$ cat config.mk
export PLATFORM = sky130hd
export DESIGN_NAME = serial_frame_tx
export DESIGN_NICKNAME = d
export VERILOG_FILES = /design/src/rtl/serial_frame_tx.sv
export SDC_FILE = /design/constraint.sdc
export NUM_CORES = 1
export LEC_CHECK = 0
export BUFFER_PORTS_ARGS = -buffer_cell sky130_fd_sc_hd__buf_2
export CAP_MARGIN = 20
export CORE_UTILIZATION = 50
export CTS_CLUSTER_SIZE = 40
export DETAILED_ROUTE_END_ITERATION = 12
export PLACE_DENSITY = 0.73
export SLEW_MARGIN = 10
export SYNTH_ARGS = -nofsm -noshare
export SYNTH_HDL_FRONTEND = slang
export SYNTH_SLANG_ARGS = --single-unit
$ cat constraint.sdc
create_clock -name clk -period 3.7 [get_ports clk]
set_input_delay 0.74 -clock clk [delete_from_list [all_inputs] [get_ports clk]]
set_output_delay 0.74 -clock clk [all_outputs]
set_load 0.03 [all_outputs]
$ cat src/rtl/serial_frame_tx.sv
// serial_frame_tx
//   Latches a parallel word on a start request and sends it on a single-bit
//   line as a start bit (0), DATA_W data bits LSB first, an optional parity
//   bit and STOP_BITS stop bits (1). Every bit is held for CLKS_PER_BIT clocks.
//
// Parameters
//   DATA_W       data bits per frame (1..32)
//   CLKS_PER_BIT clocks per bit time (>=1)
//   STOP_BITS    number of stop bits (1 or 2)
//   PARITY_EN    1 = parity bit after the data bits
//   PARITY_ODD   0 = even parity, 1 = odd parity
//
// Ports
//   clk        rising-edge clock
//   reset      synchronous, active-high; aborts a frame in flight
//   start      frame request, only sampled while idle
//   d          parallel data, captured on the accepting edge
//   busy       high while a frame is on the line
//   y          serial line, idles high
//   done       one-cycle pulse in the idle cycle after the last stop bit
//   state_dbg  current FSM state (0 idle, 1 start, 2 data, 3 parity, 4 stop)
//
// Handshake: start is a single-cycle request. It is accepted on any rising
// edge where the FSM is idle (including the done cycle) and reset is low;
// requests while busy are dropped, never queued.
module serial_frame_tx #(
  parameter int DATA_W       = 8,
  parameter int CLKS_PER_BIT = 4,
  parameter int STOP_BITS    = 1,
  parameter int PARITY_EN    = 0,
  parameter int PARITY_ODD   = 0
) (
  input  logic              clk,
  input  logic              reset,
  input  logic              start,
  input  logic [DATA_W-1:0] d,
  output logic              busy,
  output logic              y,
  output logic              done,
  output logic [2:0]        state_dbg
);

  typedef enum logic [2:0] {
    S_IDLE   = 3'd0,
    S_START  = 3'd1,
    S_DATA   = 3'd2,
    S_PARITY = 3'd3,
    S_STOP   = 3'd4
  } state_t;

  localparam int CW = (CLKS_PER_BIT > 1) ? $clog2(CLKS_PER_BIT) : 1;
  localparam int BW = (DATA_W > 1) ? $clog2(DATA_W) : 1;

  localparam logic [CW-1:0] CNT_LAST  = CW'(CLKS_PER_BIT - 1);
  localparam logic [BW-1:0] BIT_LAST  = BW'(DATA_W - 1);
  // A single stop-index bit is enough for one or two stop bits.
  localparam logic          STOP_LAST = (STOP_BITS == 2);
  // Seeding the accumulator with the odd flag folds the odd/even choice in.
  localparam logic          PAR_INIT  = (PARITY_ODD != 0);
  localparam logic          HAS_PAR   = (PARITY_EN != 0);

  state_t            state, state_nx;
  logic [DATA_W-1:0] shift;
  logic [CW-1:0]     cnt;
  logic [BW-1:0]     bit_idx;
  logic              stop_idx;
  logic              par;
  logic              done_q;

  logic bit_end;
  logic last_data;
  logic last_stop;

  assign bit_end   = (cnt == CNT_LAST);
  assign last_data = (bit_idx == BIT_LAST);
  assign last_stop = (stop_idx == STOP_LAST);

  // State and datapath registers.
  always_ff @(posedge clk) begin
    if (reset) begin
      state    <= S_IDLE;
      shift    <= '0;
      cnt      <= '0;
      bit_idx  <= '0;
      stop_idx <= 1'b0;
      par      <= 1'b0;
      done_q   <= 1'b0;
    end else begin
      state  <= state_nx;
      done_q <= (state == S_STOP) && bit_end && last_stop;

      if (state == S_IDLE) begin
        if (start) begin
          shift    <= d;
          cnt      <= '0;
          bit_idx  <= '0;
          stop_idx <= 1'b0;
          par      <= PAR_INIT;
        end
      end else begin
        cnt <= bit_end ? '0 : cnt + 1'b1;

        if (state == S_DATA && bit_end) begin
          shift   <= shift >> 1;
          par     <= par ^ shift[0];
          bit_idx <= last_data ? '0 : bit_idx + 1'b1;
        end

        if (state == S_STOP && bit_end) begin
          stop_idx <= last_stop ? 1'b0 : stop_idx + 1'b1;
        end
      end
    end
  end

  // Next-state logic.
  always_comb begin
    state_nx = state;
    unique case (state)
      S_IDLE:   if (start) state_nx = S_START;
      S_START:  if (bit_end) state_nx = S_DATA;
      S_DATA:   if (bit_end && last_data) state_nx = HAS_PAR ? S_PARITY : S_STOP;
      S_PARITY: if (bit_end) state_nx = S_STOP;
      S_STOP:   if (bit_end && last_stop) state_nx = S_IDLE;
      default:  state_nx = S_IDLE;
    endcase
  end

  // Outputs decoded from registers only.
  always_comb begin
    y    = 1'b1;
    busy = 1'b1;
    unique case (state)
      S_IDLE:   busy = 1'b0;
      S_START:  y = 1'b0;
      S_DATA:   y = shift[0];
      S_PARITY: y = par;
      S_STOP:   y = 1'b1;
      default:  busy = 1'b0;
    endcase
  end

  assign done      = done_q;
  assign state_dbg = state;

endmodule

## After elaboration in Yosys (flattened, before gate mapping)

Cells that the tools add are included.

- Reductions and logical operators: 12
- Bitwise logic cells: 2
- Add/subtract/negate cells: 3
- Eq/ne operators: 11
- Mux-type cells: 24

Operators by type and width:

| operator | count |
|---|---|
| 3-bit 2-to-1 mux | 9 |
| 8-bit 2-to-1 mux | 3 |
| 3-bit one-hot mux with 5 select lines | 1 |
| 1-bit 2-to-1 mux | 7 |
| 3-bit by 2-bit equality test with 1-bit output, second input constant | 2 |
| 3-bit equality test, second input constant | 2 |
| 2-bit 2-to-1 mux | 3 |
| 2-bit inequality test, second input constant | 3 |
| 1-bit logical AND | 5 |
| 5-bit AND reduction | 1 |
| 2-bit by 1-bit inequality test with 1-bit output, second input constant | 2 |
| 2-bit AND reduction | 2 |
| 2-bit nonzero test | 2 |
| 4-bit OR reduction | 1 |
| 3-bit by 1-bit adder with 3-bit output, second input constant | 1 |
| 3-bit by 1-bit equality test with 1-bit output, second input constant | 1 |
| 3-bit logical NOT | 1 |
| 1-bit one-hot mux with 3 select lines | 1 |
| 2-bit by 1-bit adder with 2-bit output, second input constant | 1 |
| 2-bit equality test, second input constant | 1 |
| 1-bit adder, second input constant | 1 |
| 1-bit NOT | 1 |
| 1-bit XOR | 1 |

- Input port bits: 11
- Register bits after elaboration: 19

## Depth between registers and ports, before layout

Gate-level depths: netlist of the first run.

- Depth after elaboration: 4
- Mapped depth: 5
- Gate-level depth less buffers: 5

## Worst setup path before layout of the first run

OpenSTA, ideal clock, no wires.

- Path kind: register -> output
- From: register state[1] (netlist: state_dbg[1])
- To: output busy
- Cell stages (with the launch flop): 5
- Slack: 1.559 ns
- Data arrival time: 1.401 ns
- Path buffers: 2
- Required time: 2.960 ns
- Cells stage by stage: dfxtp_1 > buf_2 > buf_2 > o21a_1 > nor2_1

- Longest elaborated chain between the ends: 3
- Elaborated cells on any way between the ends: 6
- Classes of those cells: eq/ne (4); mux (1); reduce/logical (1)

RTL lines:

| what | line | text |
|---|---|---|
| from (decl) | 62 | `state_t state, state_nx;` |
| from (signal assigned) | 89 | `state <= state_nx;` |
| 3-bit by 2-bit equality test with 1-bit output, or another cell as far along | 133 | `unique case (state)` |
| 4-bit OR reduction (no line) (*) | n/a |  |
| 1-bit 2-to-1 mux (*) | 133 |  |
| to (decl) | 37 | `output logic busy,` |

Mark *: on every way between the ends. The rest lies on a longest branch, timed or not.

## Worst setup path after layout of the first run

- From: register state[1] (netlist: state_dbg[1])
- To: output y

- Longest elaborated chain between the ends: 2
- Elaborated cells on any way between the ends: 4
- Classes of those cells: eq/ne (3); mux (1)

RTL lines:

| what | line | text |
|---|---|---|
| 3-bit by 2-bit equality test with 1-bit output / 3-bit by 1-bit equality test with 1-bit output (equally long branches) | 133 |  |
| 1-bit one-hot mux with 3 select lines (*) | 133 |  |
| to (decl) | 38 | `output logic y,` |

Marks and branches as above.

==> results of run 1 <==
[worst reg2reg max path: stages, from the launching register on]
cell      delay, ps
dfxtp_1         860
mux2i_1         570
nor2_1          240
a211oi_1        280
[metrics by stage]
step,util [%],worst slack (ps),total power (µW),instances,instance area (µm²)
finish,62.0,1140,364,126,977
floorplan,-,1560,255,98,886
global route,62.0,999,384,126,977
CTS,62.0,1140,369,126,977
detailed placement,60.6,1480,270,123,955
global placement,60.6,1510,269,123,955
[cell families after synthesis]
logic type                 Yosys count  share of synthesized area, %
AOI/OAI and AO/OA                   33                          23.4
adders and majority gates            3                          4.24
buffers and inverters               10                          4.80
DFF                                 18                          40.7
muxes                                9                          10.3
and+or+nand+nor                     25                          16.5
[Yosys cell counts, types with 2 or more instances]
master    count
dfxtp_1      18
a21oi_1      16
mux2i_1       8
a211oi_1      7
nor2_1        5
o21ai_0       5
buf_2         4
nor3_1        4
clkbuf_1      3
ha_1          3
inv_1         3
nand2_1       2
nand3b_1      2
nand4_1       2
or3_1         2
[per-layer routing]
layer / part of all wire, % / wire length (µm) / up-vias / track usage (%)
li1: - / - / 391 / -
met4: 1.6 / 28 / 0 / 9.09
met1: 52 / 897 / 355 / 27.7
met2: 43 / 756 / 17 / 28.8
met3: 3.3 / 58 / 4 / 6.12
met5: 0 / 0 / - / 0
[state kept, by name, summed over array words and instances (netlist names)]
name       cells
shift          8
state_dbg      3
par            1
bit_idx        3
cnt            2
done           1
[final cells by class]
| type | instances | area [µm²] | share of cell area (%) |
|---|---|---|---|
| multi-input combinational | 70 | 483 | 49.4 |
| sequential | 18 | 360 | 36.9 |
| timing repair buffer | 16 | 80.1 | 8.19 |
| clock buffer | 3 | 22.5 | 2.30 |
| tap | 16 | 20.0 | 2.05 |
| inverter | 3 | 11.3 | 1.15 |
[path summary, 6_finish.rpt]
check / slack [ps] / to / startpoint
hold reg to reg: 480 / shift[7] / shift[7]
hold / removal: 480 / shift[7] / shift[7]
setup reg to reg: 1670 / shift[1] / state_dbg[1]
setup / recovery: 1140 / y / state_dbg[1]
[where the power goes]
part           internal, µW  switching (µW)  leakage (µW)  total (µW)
Sequential              204            8.15      0.000147         213
Clock                  38.0            60.5     0.0000138        98.5
Combinational          20.9            32.5      0.000204        53.4
==> out/qor.yml, run 1 <==
outcome:
  status: "complete, no violations"
clock_network:
  ctsResizeCount: 0
  clkTransAtPathRegs_ps: 100
  root_buffer: "clkbuf_4"
  cts_tree: "done"
  htreeDepth: 1
  numCtsBuffers: 3
  cts.sinks: 18
  clock_latency_ps: 300
  cts_hold_buffers: 0
  post_cts_buffers: 0
  clock_path_buffers: 2
layout:
  drive_gt1_share_pct: 20.0
  syn_to_final_growth_pct: 10.3
  nNetsFinal: 126
  antenna_cells: 0
  fillers: 148
  mostFrequentLayoutCell: "dfxtp_1"
  mostFrequentLayoutCells: "dfxtp_1 (18), a21oi_1 (16), buf_2 (16)"
global_routing:
  track_usage_pct: 20.1
  antenna_found_initial: 0
  grt_max_degree: 22
  grt_pass1_vias: 602
  grt_pass1_wl_um: 2790
  grt_overflow: 0
sta:
  timing.hold.ws_ps: 483
  final_hold_viol_count: 0
  period_share_pct: 69.2
  setup-violations-final: 0
  tns_ps: 0
  worst_pin_slew_ps: 809
  slew_viol_final: 0
  rsz0062_at_grt: "false"
  period_minus_slack_ps: 2560
  maxSlewHeadroom_pct: 46.0
  skew_ps: 0.912
  fmax_ghz: 0.390
power:
  peakVddDrop_v: 0.000245
  p_leak_uw: 0.000365
  power.density_nw_per_um2: 373
setup_path:
  startpoint_type: "flop"
  cp-end-kind: "output pin"
  cp_num_cells: 3
  cp.buffers_inverters: 1
  cpPeakStageDelay_ps: 860
  cp_cell_sequence: "a21oi_1 -> a311o_1 -> buf_2"
  cp_data_arrival_time_ps: 1820
  crit_fanout: 21
  crit_type: "reg -> out"
  cp_slowest_cell: "dfxtp_1"
  r2r_cells: 3
  worstPathRequired_ps: 2960
  crit_family: "flip-flops"
yosys:
  async_flop_share_pct: 0
  synth.yosys.seq_area_share_pct: 40.7
  synth_nets: 112
  ys_ff_latch: 18
  ys_warn_count: 0
  syn_avg_cell_area_um2: 9.04
  syn_area_um2: 886
  synth-edff-count: 0
  synth_top_cell_area_share_pct: 40.7
  synthFlopType: "dfxtp_1"
  yosysUniqueCellTypes: 29
  postSynthCellCount: 98
  yosys.area.top_type: "dfxtp_1"
  synth_area_leaders: "dfxtp_1 (41%), a21oi_1 (9.0%), mux2i_1 (9.0%)"
worst_hold_path:
  hold_depth: 2
  hold_path_class: "reg -> reg"
routing:
  antenna_left: 0
  dr_total_vias: 767
  drtIter0Drc: 7
  drc_errors: 0
  wl_per_cell_um: 13.8
  drtPass1Iterations: 6
  via_per_inst: 6.09
  wirelength_um: 1740
die:
  ios: 17
  row_count: 14
  initial_core_util_pct: 56.2
  die_area_um2: 1940
  die_w_um: 44.1
  core_area_um2: 1580
  die_y_um: 44.1
placement:
  hpwl_um: 1140
  portBuffers: 16
  globalplace.congestion: 0.806
flow_run:
  maxCapViolations: 0
No activity file was read; power rests on OpenSTA's default activity.
==> run 2, diff against run 1 <==
==> constraint.sdc (replaced) <==
create_clock -name clk -period 2.63 [get_ports clk]
set_input_delay 0.526 -clock clk [delete_from_list [all_inputs] [get_ports clk]]
set_output_delay 0.526 -clock clk [all_outputs]
set_load 0.03 [all_outputs]
==> run 2 against run 1 <==
Compared with the run above: register-to-register slack worse by 750 ps; global-route usage increased by 1.6 points; combinational power grew 41%; cell area rose by 0.77%; setup slack worse by 690 ps; first-iteration DRC count is 29% higher; clock skew is essentially flat; critical path type unchanged; largest cell class unchanged; count of clock-buffer cells in the layout unchanged; the flow now finishes with violations (DRC); hold slack gained 3.9 ps; highest routed layer unchanged.
==> out/qor.yml, run 2 (synthesized netlist as in run 1, its figures left out) <==
placement:
  portBuffers: 16
  globalplace.congestion: 0.776
  placed_area_um2: 962
  hpwl_um: 1270
routing:
  wl_per_cell_um: 14.1
  antenna_left: 0
  dr_total_vias: 773
  drc_errors: 1
  via_per_inst: 6.09
  drtPass1Iterations: 9
  wirelength_um: 1790
  drtIter0Drc: 9
sta:
  worst_pin_slew_ps: 669
  period_share_pct: 82.9
  maxSlewHeadroom_pct: 55.0
  final_hold_viol_count: 0
  setup-violations-final: 0
  slew_viol_final: 0
  skew_ps: 0.716
  tns_ps: 0
  fmax_ghz: 0.459
  timing.hold.ws_ps: 487
  period_minus_slack_ps: 2180
  rsz0062_at_grt: "false"
layout:
  antenna_cells: 0
  regMostFlops: "shift"
  drive_gt1_share_pct: 20.7
  syn_to_final_growth_pct: 11.2
  nNetsFinal: 127
  largest_register_ffs: 8
  mostFrequentLayoutCells: "dfxtp_1 (18), a21oi_1 (16), buf_2 (16)"
  fillers: 146
  design_area_um2: 985
  mostFrequentLayoutCell: "dfxtp_1"
  final_util_pct: 62.5
worst_hold_path:
  hold_depth: 2
  hold_path_class: "reg -> reg"
setup_path:
  startpoint: "state_dbg[1]"
  startpoint_type: "flop"
  rr_startpoint: "cnt[0]"
  worstPathRequired_ps: 2100
  crit_type: "reg -> out"
  cpPeakStageDelay_ps: 610
  r2r_cells: 4
  cp_cell_sequence: "nor3_1 -> nor2_1 -> buf_2"
  reg2reg_slack_ps: 920
  cp-end-kind: "output pin"
  crit_family: "simple AND/OR/NAND/NOR gates"
  cp_data_arrival_time_ps: 1650
  endpoint: "busy"
  crit_fanout: 14
  cp_slowest_cell: "nor3_1"
  timing.rr.end: "par"
  cp_num_cells: 3
  cp.buffers_inverters: 1
outcome:
  status: "finished, violations left"
  violations: "DRC"
clock_network:
  ctsResizeCount: 0
  clock_path_buffers: 2
  htreeDepth: 1
  cts_hold_buffers: 0
  clock_latency_ps: 290
  clkTransAtPathRegs_ps: 100
  root_buffer: "clkbuf_4"
  cts_tree: "done"
  post_cts_buffers: 0
  numCtsBuffers: 3
  cts.sinks: 18
die:
  ios: 17
  initial_core_util_pct: 56.2
  row_count: 14
  die_area_um2: 1940
  core_area_um2: 1580
  die_w_um: 44.1
  die_y_um: 44.1
flow_run:
  maxCapViolations: 0
power:
  power.density_nw_per_um2: 520
  p_leak_uw: 0.000370
  peakVddDrop_v: 0.000250
global_routing:
  grt_overflow: 0
  grt_pass1_vias: 720
  grt_max_degree: 19
  antenna_found_initial: 0
  grt_pass1_wl_um: 3110
  track_usage_pct: 21.7
[run 2: how the worst min path moves through the flow]
stage	endpoint	startpoint	slack, ps
2_1_floorplan	shift[7]	shift[7]	450
3_3_place_gp	bit_idx[1]	bit_idx[1]	460
3_5_place_dp	shift[7]	shift[7]	480
4_1_cts	shift[7]	shift[7]	490
5_1_grt	par	start	520
6_report	shift[7]	shift[7]	490
[run 2: cell type report]
| class | count | area (µm²) | share of cell area (%) |
|---|---|---|---|
| tap | 16 | 20.0 | 2.03 |
| multi-input combinational | 70 | 483 | 49.0 |
| sequential | 18 | 360 | 36.6 |
| clock buffer | 3 | 22.5 | 2.29 |
| timing repair buffer | 17 | 87.6 | 8.89 |
| inverter | 3 | 11.3 | 1.14 |
[run 2: tightest hold or removal path: stages, from the launching register on]
cell and delay [ps]:
dfxtp_1 320, o21ai_0 60, a21oi_1 60
[run 2: layer usage]
metal	track usage, %	vias to the layer above	routed length, µm
li1	-	391	-
met3	2.45	4	45
met2	36.8	13	836
met1	27.2	365	876
met5	0	-	0
met4	10.9	0	35
[run 2: per-stage QoR]
step	total power [µW]	setup slack (ps)	cells
after floorplan	358	703	98
after global routing	533	296	127
final	512	450	127
after CTS	514	465	127
after detailed placement	381	804	124
after global placement	379	868	124
[run 2: where the power goes]
| group | total [µW] | switching (µW) | internal, µW |
|---|---|---|---|
| logic | 75.2 | 45.8 | 29.4 |
| clock network | 138 | 84.7 | 53.2 |
| registers | 299 | 11.5 | 288 |
| total | 512 | 142 | 370 |
